<file path="config.mk">
export PLATFORM = sky130hd
export DESIGN_NAME = alu_muldiv
export DESIGN_NICKNAME = d
export VERILOG_FILES = /design/src/rtl/alu_muldiv.sv
export SDC_FILE = /design/constraint.sdc
export NUM_CORES = 1
export LEC_CHECK = 0
export ABC_AREA = 1
export ABC_CLOCK_PERIOD_IN_PS = 2800
export CELL_PAD_IN_SITES_DETAIL_PLACEMENT = 0
export CELL_PAD_IN_SITES_GLOBAL_PLACEMENT = 1
export CORE_MARGIN = 3
export CORE_UTILIZATION = 42
export DETAILED_ROUTE_END_ITERATION = 10
export GPL_ROUTABILITY_DRIVEN = 0
export PLACE_DENSITY = 0.81
export SLEW_MARGIN = 20
export SYNTH_ARGS = -nofsm -noshare
export SYNTH_HDL_FRONTEND = slang
export SYNTH_SLANG_ARGS = --single-unit
</file>
<file path="constraint.sdc">
create_clock -name clk -period 2.8 [get_ports clk]
set_input_delay 0.56 -clock clk [delete_from_list [all_inputs] [get_ports clk]]
set_output_delay 0.56 -clock clk [all_outputs]
set_load 0.1 [all_outputs]
</file>
<file path="src/rtl/alu_muldiv.sv">
// alu_muldiv: iterative RISC-V M-extension multiply/divide unit for the EX stage.
// It takes one operation at a time over a valid/ready handshake and runs a radix-2
// shift-add (multiply) or restoring-divide loop for DWIDTH cycles. A one-cycle
// fix-up stage then applies the sign and picks the output word. The result and its
// tag are held until the pipeline takes them. flush aborts whatever is in flight.
//
// Ports
//   clk, rst_n           clock, asynchronous active-low reset
//   in_valid / in_ready  operation handshake (in_ready = unit idle)
//   mdop                 funct3: MUL MULH MULHSU MULHU DIV DIVU REM REMU
//   op1, op2             rs1 / rs2 operands
//   in_tag               routing tag captured with the operation
//   flush                synchronous abort, highest priority
//   out_valid/out_ready  result handshake
//   out_result, out_tag  registered result and its tag
module alu_muldiv #(
  parameter int DWIDTH = 32,
  parameter int TAG_W  = 5
) (
  input  logic              clk,
  input  logic              rst_n,
  input  logic              in_valid,
  output logic              in_ready,
  input  logic [2:0]        mdop,
  input  logic [DWIDTH-1:0] op1,
  input  logic [DWIDTH-1:0] op2,
  input  logic [TAG_W-1:0]  in_tag,
  input  logic              flush,
  output logic              out_valid,
  input  logic              out_ready,
  output logic [DWIDTH-1:0] out_result,
  output logic [TAG_W-1:0]  out_tag
);

  localparam int CW = $clog2(DWIDTH + 1);

  typedef enum logic [1:0] {IDLE, BUSY, FIXUP, DONE} state_t;

  state_t              state;
  logic [2:0]          op_q;
  logic [TAG_W-1:0]    tag_q;
  logic [DWIDTH-1:0]   opnd_q;  // multiplicand or divisor magnitude
  logic [2*DWIDTH-1:0] acc_q;   // mul: {hi, lo/multiplier}; div: {remainder, quotient}
  logic                sign_q;
  logic [CW-1:0]       cnt_q;

  assign in_ready = (state == IDLE);

  // ---------------- operand decode (IDLE only) ----------------
  logic              is_div, op1_sgn, op2_sgn, s1, s2, sign_d;
  logic              div_zero, div_ovf, special;
  logic [DWIDTH-1:0] mag1, mag2;

  always_comb begin
    is_div   = mdop[2];
    op1_sgn  = mdop[2] ? !mdop[0] : (mdop[1:0] != 2'b11);
    op2_sgn  = mdop[2] ? !mdop[0] : !mdop[1];
    s1       = op1_sgn & op1[DWIDTH-1];
    s2       = op2_sgn & op2[DWIDTH-1];
    mag1     = s1 ? -op1 : op1;
    mag2     = s2 ? -op2 : op2;
    // remainder follows the dividend; MULHSU gets s2 = 0 so s1^s2 covers it
    sign_d   = (mdop[2] & mdop[1]) ? s1 : (s1 ^ s2);
    div_zero = is_div && (op2 == '0);
    div_ovf  = is_div && !mdop[0] && (op1 == {1'b1, {(DWIDTH-1){1'b0}}}) && (op2 == '1);
    special  = div_zero | div_ovf;
  end

  // ---------------- one iteration ----------------
  logic [DWIDTH:0]     mul_sum, div_sh, div_diff;
  logic [2*DWIDTH-1:0] mul_next, div_next;

  always_comb begin
    mul_sum  = {1'b0, acc_q[2*DWIDTH-1:DWIDTH]} + (acc_q[0] ? {1'b0, opnd_q} : '0);
    mul_next = {mul_sum, acc_q[DWIDTH-1:1]};
    // remainder shifted left, pulling in the next dividend bit
    div_sh   = acc_q[2*DWIDTH-1:DWIDTH-1];
    div_diff = div_sh - {1'b0, opnd_q};
    div_next = !div_diff[DWIDTH] ? {div_diff[DWIDTH-1:0], acc_q[DWIDTH-2:0], 1'b1}
                                 : {div_sh[DWIDTH-1:0],   acc_q[DWIDTH-2:0], 1'b0};
  end

  // ---------------- sign fix-up and word select ----------------
  logic [2*DWIDTH-1:0] mul_fin;
  logic [DWIDTH-1:0]   div_pick, div_fin, fix_res;

  always_comb begin
    mul_fin  = sign_q ? -acc_q : acc_q;
    div_pick = op_q[1] ? acc_q[2*DWIDTH-1:DWIDTH] : acc_q[DWIDTH-1:0];
    div_fin  = sign_q ? -div_pick : div_pick;
    if (op_q[2])                fix_res = div_fin;
    else if (op_q[1:0] == 2'b00) fix_res = mul_fin[DWIDTH-1:0];
    else                        fix_res = mul_fin[2*DWIDTH-1:DWIDTH];
  end

  // ---------------- control ----------------
  always_ff @(posedge clk or negedge rst_n) begin
    if (!rst_n) begin
      state      <= IDLE;
      op_q       <= '0;
      tag_q      <= '0;
      opnd_q     <= '0;
      acc_q      <= '0;
      sign_q     <= 1'b0;
      cnt_q      <= '0;
      out_valid  <= 1'b0;
      out_result <= '0;
      out_tag    <= '0;
    end else if (flush) begin
      state     <= IDLE;
      out_valid <= 1'b0;
    end else begin
      case (state)
        IDLE: if (in_valid) begin
          op_q   <= mdop;
          tag_q  <= in_tag;
          cnt_q  <= CW'(DWIDTH);
          opnd_q <= is_div ? mag2 : mag1;
          if (special) begin
            // Preload the final {remainder, quotient} so the fix-up stage just
            // registers it: div-by-zero gives {op1, all-ones}, overflow {0, op1}.
            acc_q  <= div_zero ? {op1, {DWIDTH{1'b1}}} : {{DWIDTH{1'b0}}, op1};
            sign_q <= 1'b0;
            state  <= FIXUP;
          end else begin
            acc_q  <= {{DWIDTH{1'b0}}, (is_div ? mag1 : mag2)};
            sign_q <= sign_d;
            state  <= BUSY;
          end
        end
        BUSY: begin
          acc_q <= op_q[2] ? div_next : mul_next;
          cnt_q <= cnt_q - CW'(1);
          if (cnt_q == CW'(1)) state <= FIXUP;
        end
        FIXUP: begin
          out_result <= fix_res;
          out_tag    <= tag_q;
          out_valid  <= 1'b1;
          state      <= DONE;
        end
        DONE: if (out_ready) begin
          out_valid <= 1'b0;
          state     <= IDLE;
        end
        default: state <= IDLE;
      endcase
    end
  end

endmodule

</file>
# After elaboration in Yosys (flattened, before gate mapping)
# Cells that the tools add are included.
# Widths: inputs -> output; s select.
[op_classes] n_addsub=7 mul=0 div=0 n_lt_le_gt_ge=0 n_eq_ne=11 n_shift=0 n_mux=31 bitwise_logic=6 n_reduce_logical=16
[op_table] cell="$mux 64" n=6
[op_table] cell="$mux 32" n=9
[op_table] cell="$pmux 64 s2" n=1
[op_table] cell="$neg 32->32" n=3
[op_table] cell="$eq 32x32->1 const B" n=2
[op_table] cell="$neg 64->64" n=1
[op_table] cell="$add 32x32->33" n=1
[op_table] cell="$sub 33x32->33" n=1
[op_table] cell="$logic_not 32->1" n=1
[op_table] cell="$pmux 6 s2" n=1
[op_table] cell="$mux 2" n=5
[op_table] cell="$reduce_and 3->1" n=3
[op_table] cell="$pmux 2 s4" n=1
[op_table] cell="$eq 6x1->1 const B" n=1
[op_table] cell="$mux 1" n=6
[op_table] cell="$mux 6" n=1
[op_table] cell="$ne 3x3->1 const B" n=2
[op_table] cell="$sub 6x1->6 const B" n=1
[op_table] cell="$eq 2x2->1 const B" n=2
[op_table] cell="$logic_and 1x1->1" n=4
[op_table] cell="$logic_not 2->1" n=2
[op_table] cell="$ne 2x2->1 const B" n=2
[op_table] cell="$reduce_and 2->1" n=2
[op_table] cell="$and 1x1->1" n=3
[op_table] cell="other kinds (9)" n=10
[word_totals] regBits=151 latchBits=0 mem_bits_rw=0 rom_bits=0 input_bits=77 out_inout_bits=39 word_cells=81 mem_count=0

# Longest topological paths before layout
[logic_depth] depth_word=9 ltp_mapped=21 mapped_depth_nobuf=20

# Worst setup path before layout
# No wires, ideal clock.
[synth_timing] path_kind="register to register" from="register state[1]" to="register acc_q[61]" t_arrival_ns=2.575 required_time_ns=2.734 setup_slack_ns=0.160 path_stages_with_launch=11 cell_sequence="dfrtp_1 > inv_1 > ha_1 > inv_2 > nor3_4 > a31oi_1 > buf_2 > buf_2 > o31ai_1 > nand2_1 > nand2_1"
[synth_between] elab_chain_len=3 elab_cells_between_ends=6 classes_between="2 x eq/ne; 1 x mux; 3 x reduce/logical"
[synth_rtl] item="from (decl)" line_no="39" text="state_t state;"
[synth_rtl] item="from (signal assigned)" line_no="99" text="state <= IDLE;"
[synth_rtl] item="from (signal assigned)" line_no="110" text="state <= IDLE;"
[synth_rtl] item="from (signal assigned)" line_no="124" text="state <= FIXUP;"
[synth_rtl] item="$logic_not 2->1 (*)"
[synth_rtl] item="via in_ready" line_no="23" text="output logic in_ready,"
[synth_rtl] item="$ne 2x2->1 (no source line) / $reduce_bool 2->1 (equally long branches)"
[synth_rtl] item="$reduce_and 3->1 (no source line)"
[synth_rtl] item="to (signal assigned)" line_no="122" text="acc_q <= div_zero ? {op1, {DWIDTH{1'b1}}} : {{DWIDTH{1'b0}}, op1};"
[synth_rtl] item="to (signal assigned)" line_no="126" text="acc_q <= {{DWIDTH{1'b0}}, (is_div ? mag1 : mag2)};"
[synth_rtl] item="to (signal assigned)" line_no="132" text="acc_q <= op_q[2] ? div_next : mul_next;"
[synth_rtl] item="to (decl)" line_no="43" text="logic [2*DWIDTH-1:0] acc_q;"
# The timed path passes the listed nets; every way through them passes the cells marked *.
# A chain may end at the register's enable or synchronous reset.

# Final worst setup path
[layout_timing] from="register acc_q[0]" to="register out_result[3]"
[layout_between] elab_chain_len=4 elab_cells_between_ends=7 classes_between="2 x add/sub; 5 x mux"
[layout_rtl] item="$neg 64->64 / $mux 32 (equally long branches)" line_no="88, 89"
[layout_rtl] item="$mux 64 / $neg 32->32 (equally long branches)" line_no="88, 90"
[layout_rtl] item="$mux 32 (on tied branches)" line_no="92, 90"
[layout_rtl] item="$mux 32 (*)" line_no="91" text="if (op_q[2]) fix_res = div_fin;"
[layout_rtl] item="to (signal assigned)" line_no="137" text="out_result <= fix_res;"
[layout_rtl] item="to (decl)" line_no="31" text="output logic [DWIDTH-1:0] out_result,"
# Mark *: on every way between the ends. The rest lies on a longest branch, timed or not.

==> flow_metrics.tcl <==
set metrics [dict create \
    drt_first_pass_iters 7 \
    cp_cell_sequence "buf_4, inv_2, buf_4, nand3_2, nor3_1, inv_1, nor2_2, inv_1, o21ai_1, a21oi_1, o21ai_0, nand2_1, nand2_1, nand2_1" \
    cap_violations 0 \
    status "finished, final reports clean" \
    cts_sinks 151 \
    dp_hpwl_um 78200 \
    io_buffers 115 \
    cts_root_buf "clkbuf_16" \
    min_period_ns 2.67 \
    dpl_cell_area_mm2 0.0243 \
    htreeDepth 4 \
    io_pins 116 \
    cp_slowest_cell "dfrtp_2" \
    r2r_start "acc_q[0]" \
    synth.top_cell.area_share_pct 25.8 \
    num_vias 26200 \
    antennaDiodeCount 0 \
    hold_viol_final 0 \
    worst_ep_required_time_ns 3.17 \
    fin_area_mm2 0.0252 \
    clockBufferDepth 2 \
    synthCells 3780 \
    ys_seq_elements 151 \
    async_flop_share_pct 100 \
    slew_headroom_pct 40.9 \
    grt_use_total_pct 36.5 \
    critPathMaxStageDelay_ns 0.50 \
    yosys.cell_count.top_type "nand2_1" \
    finalNetCount 4270 \
    vdd_drop_max_uv 622 \
    core_mm2 0.0480 \
    first_global_vias 23700 \
    seq_area_frac_synth_pct 18.3 \
    viasPerCell 5.52 \
    path_clk_slew_ns 0.07 \
    arrival_ns 3.04 \
    min_period_over_period_pct 95.3 \
    area_growth_pct 22.2 \
    power_per_cell_area_mw_per_mm2 1290 \
    die_area_mm2 0.0517 \
    wl_um 95200 \
    r2r_slack_ns 0.13 \
    synth_nets 3934 \
    start_kind "flip-flop" \
    cp_max_fo 7 \
    drive_gt1_share_pct 13.3 \
    rr_endpoint "out_result[3]" \
    leakage_nw 13.5 \
    drv_slew 0 \
    wl_per_cell_um 20.1 \
    grt_pass1_wl_um 142000 \
    rsz0062_at_grt "true" \
    rr_worst_depth 14 \
    post-synth-top-area-cell "nand2_1" \
    synth_edf_count 0 \
    synth_area_mm2 0.0206 \
    setup_slack_ns 0.131 \
    hp-class "in2async" \
    fp.dieW_um 227 \
    grt.overflow.total 0 \
    syn_avg_cell_area_um2 5.45 \
    synth.area.top_cells "nand2_1, dfrtp_1, inv_1" \
    crit_family "simple AND/OR/NAND/NOR gates" \
    clkLatencyLatePin_ns 0.48 \
    dieHeight_um 227 \
    drc_errors 0 \
    synth_flop_cell "dfrtp_1" \
    dp_slack_ns -0.0791 \
    holdWs_ns 0.0444 \
    core.rowCount 80 \
    cts_inserted_buffers 17 \
    fin_tns_setup_ns 0 \
    tightest_slew_ns 0.877 \
    synth_cell_types 55 \
    initial_utilization_pct 42.9 \
    crit_path_frequent_cell "nand2_1" \
    fin_skew_ns 0.0199 \
    grt_max_degree 135 \
    antenna_found_initial 1 \
    cts_tree "built" \
    end_kind "flip-flop" \
    synth_warnings 0 \
    ys_top_cells_by_count "nand2_1, inv_1, nor2_1" \
    crit_type "reg2reg" \
    cp_num_buf_inv 5 \
    fmax_ghz 0.375 \
    total_power_mw 32.6 \
    drt_iter0_markers 3419 \
    final-setup-viol-count 0 \
    fill_cells 5267 \
    ant_nets 0 \
]
==> worst register-to-register path, stage by stage, from the launching register on <==
cell and delay [ns]:
dfrtp_2 0.50, buf_4 0.19, inv_2 0.05, buf_4 0.12, nand3_2 0.11, nor3_1 0.28
inv_1 0.11, nor2_2 0.26, inv_1 0.10, o21ai_1 0.16, a21oi_1 0.08, o21ai_0 0.23
nand2_1 0.19, nand2_1 0.12, nand2_1 0.06
==> layer usage <==
metal | vias up | routed length (um) | GRT usage, %
li1 | 12700 | - | -
met1 | 11900 | 40400 | 51.0
met2 | 1400 | 39000 | 53.6
met3 | 250 | 10600 | 7.49
met4 | 2 | 5290 | 17.5
met5 | - | 13 | 0
==> per-stage QoR <==
step                util [%]  std cells
floorplan                  -       3780
global placement        50.6       4707
detailed placement      50.6       4707
CTS                     52.0       4739
global route            52.4       4744
finish                  52.4       4744
==> report_power, final <==
| group | total [mW] | leakage (nW) | switching [mW] | internal (mW) |
|---|---|---|---|---|
| Sequential | 4.60 | 1.87 | 1.40 | 3.20 |
| Combinational | 25.4 | 11.4 | 17.5 | 7.91 |
| Clock | 2.54 | 0.308 | 1.15 | 1.39 |
| Total | 32.6 | 13.5 | 20.1 | 12.5 |
==> layout make-up <==
cell class	count	area, um2	area share, %
Multi-Input combinational cell	2985	14400	57.1
Sequential cell	151	3790	15.0
Timing Repair Buffer	440	3650	14.5
Inverter	521	1960	7.77
Tap cell	615	769	3.06
Clock buffer	18	439	1.74
Clock inverter	14	204	0.810
==> placed cells by master (no fill, tap or decap), types with 8 or more instances in the layout <==
master / netlist / final
clkdlybuf4s50_1: 0 / 74
nor2_1: 419 / 408
o21ai_2: 14 / 14
ha_1: 75 / 66
o21ai_0: 173 / 171
nor3_2: 4 / 8
nand3_1: 321 / 320
a21oi_1: 174 / 169
buf_12: 0 / 13
dfrtp_1: 151 / 147
nand3b_1: 10 / 10
o21ai_1: 24 / 26
o221ai_1: 14 / 14
nand2_2: 17 / 30
o211ai_1: 26 / 26
nand4_1: 51 / 51
clkbuf_16: 0 / 17
nand2_1: 1417 / 1404
o31ai_1: 27 / 27
ha_2: 0 / 9
a22oi_1: 11 / 11
xor2_1: 68 / 68
buf_4: 7 / 351
nor3_1: 36 / 31
inv_1: 500 / 500
xnor2_1: 9 / 9
a21oi_2: 6 / 11
nor2_2: 23 / 33
inv_2: 19 / 19
==> worst max path at each step <==
stage	endpoint	cells after the start	from	slack [ns]
5_1_grt	acc_q[56]	18	acc_q[0]	-0.02
6_report	out_result[3]	14	acc_q[0]	0.13
3_3_place_gp	acc_q[44]	12	op2[8]	-0.06
3_5_place_dp	acc_q[3]	11	mdop[1]	-0.08
2_1_floorplan	acc_q[61]	10	state[1]	0.16
4_1_cts	acc_q[53]	18	acc_q[0]	0.04
==> state kept, by name, indices dropped and copies added (netlist names), 2 cells and up <==
name        cells
acc_q          64
cnt_q           6
op_q            3
opnd_q         32
out_result     32
out_tag         5
state           2
tag_q           5
==> cell families after synthesis <==
kind of cell    Yosys count  synth area share [%]
compound gates          499                  13.9
xor+xnor                 77                  3.27
fa+ha+maj                77                  4.75
buf+inv                 644                  12.8
flops                   151                  18.3
mux                       1                0.0486
simple gates           2331                  46.9
==> timing repair <==
| item | in CTS | in global routing |
|---|---|---|
| hold buffers | 0 | 0 |
| resized for setup | 0 | 50 |
| setup endpoints to repair | 0 | 46 |
| setup buffers | 0 | 5 |
Note: power is estimated with default switching activity, not from simulation.
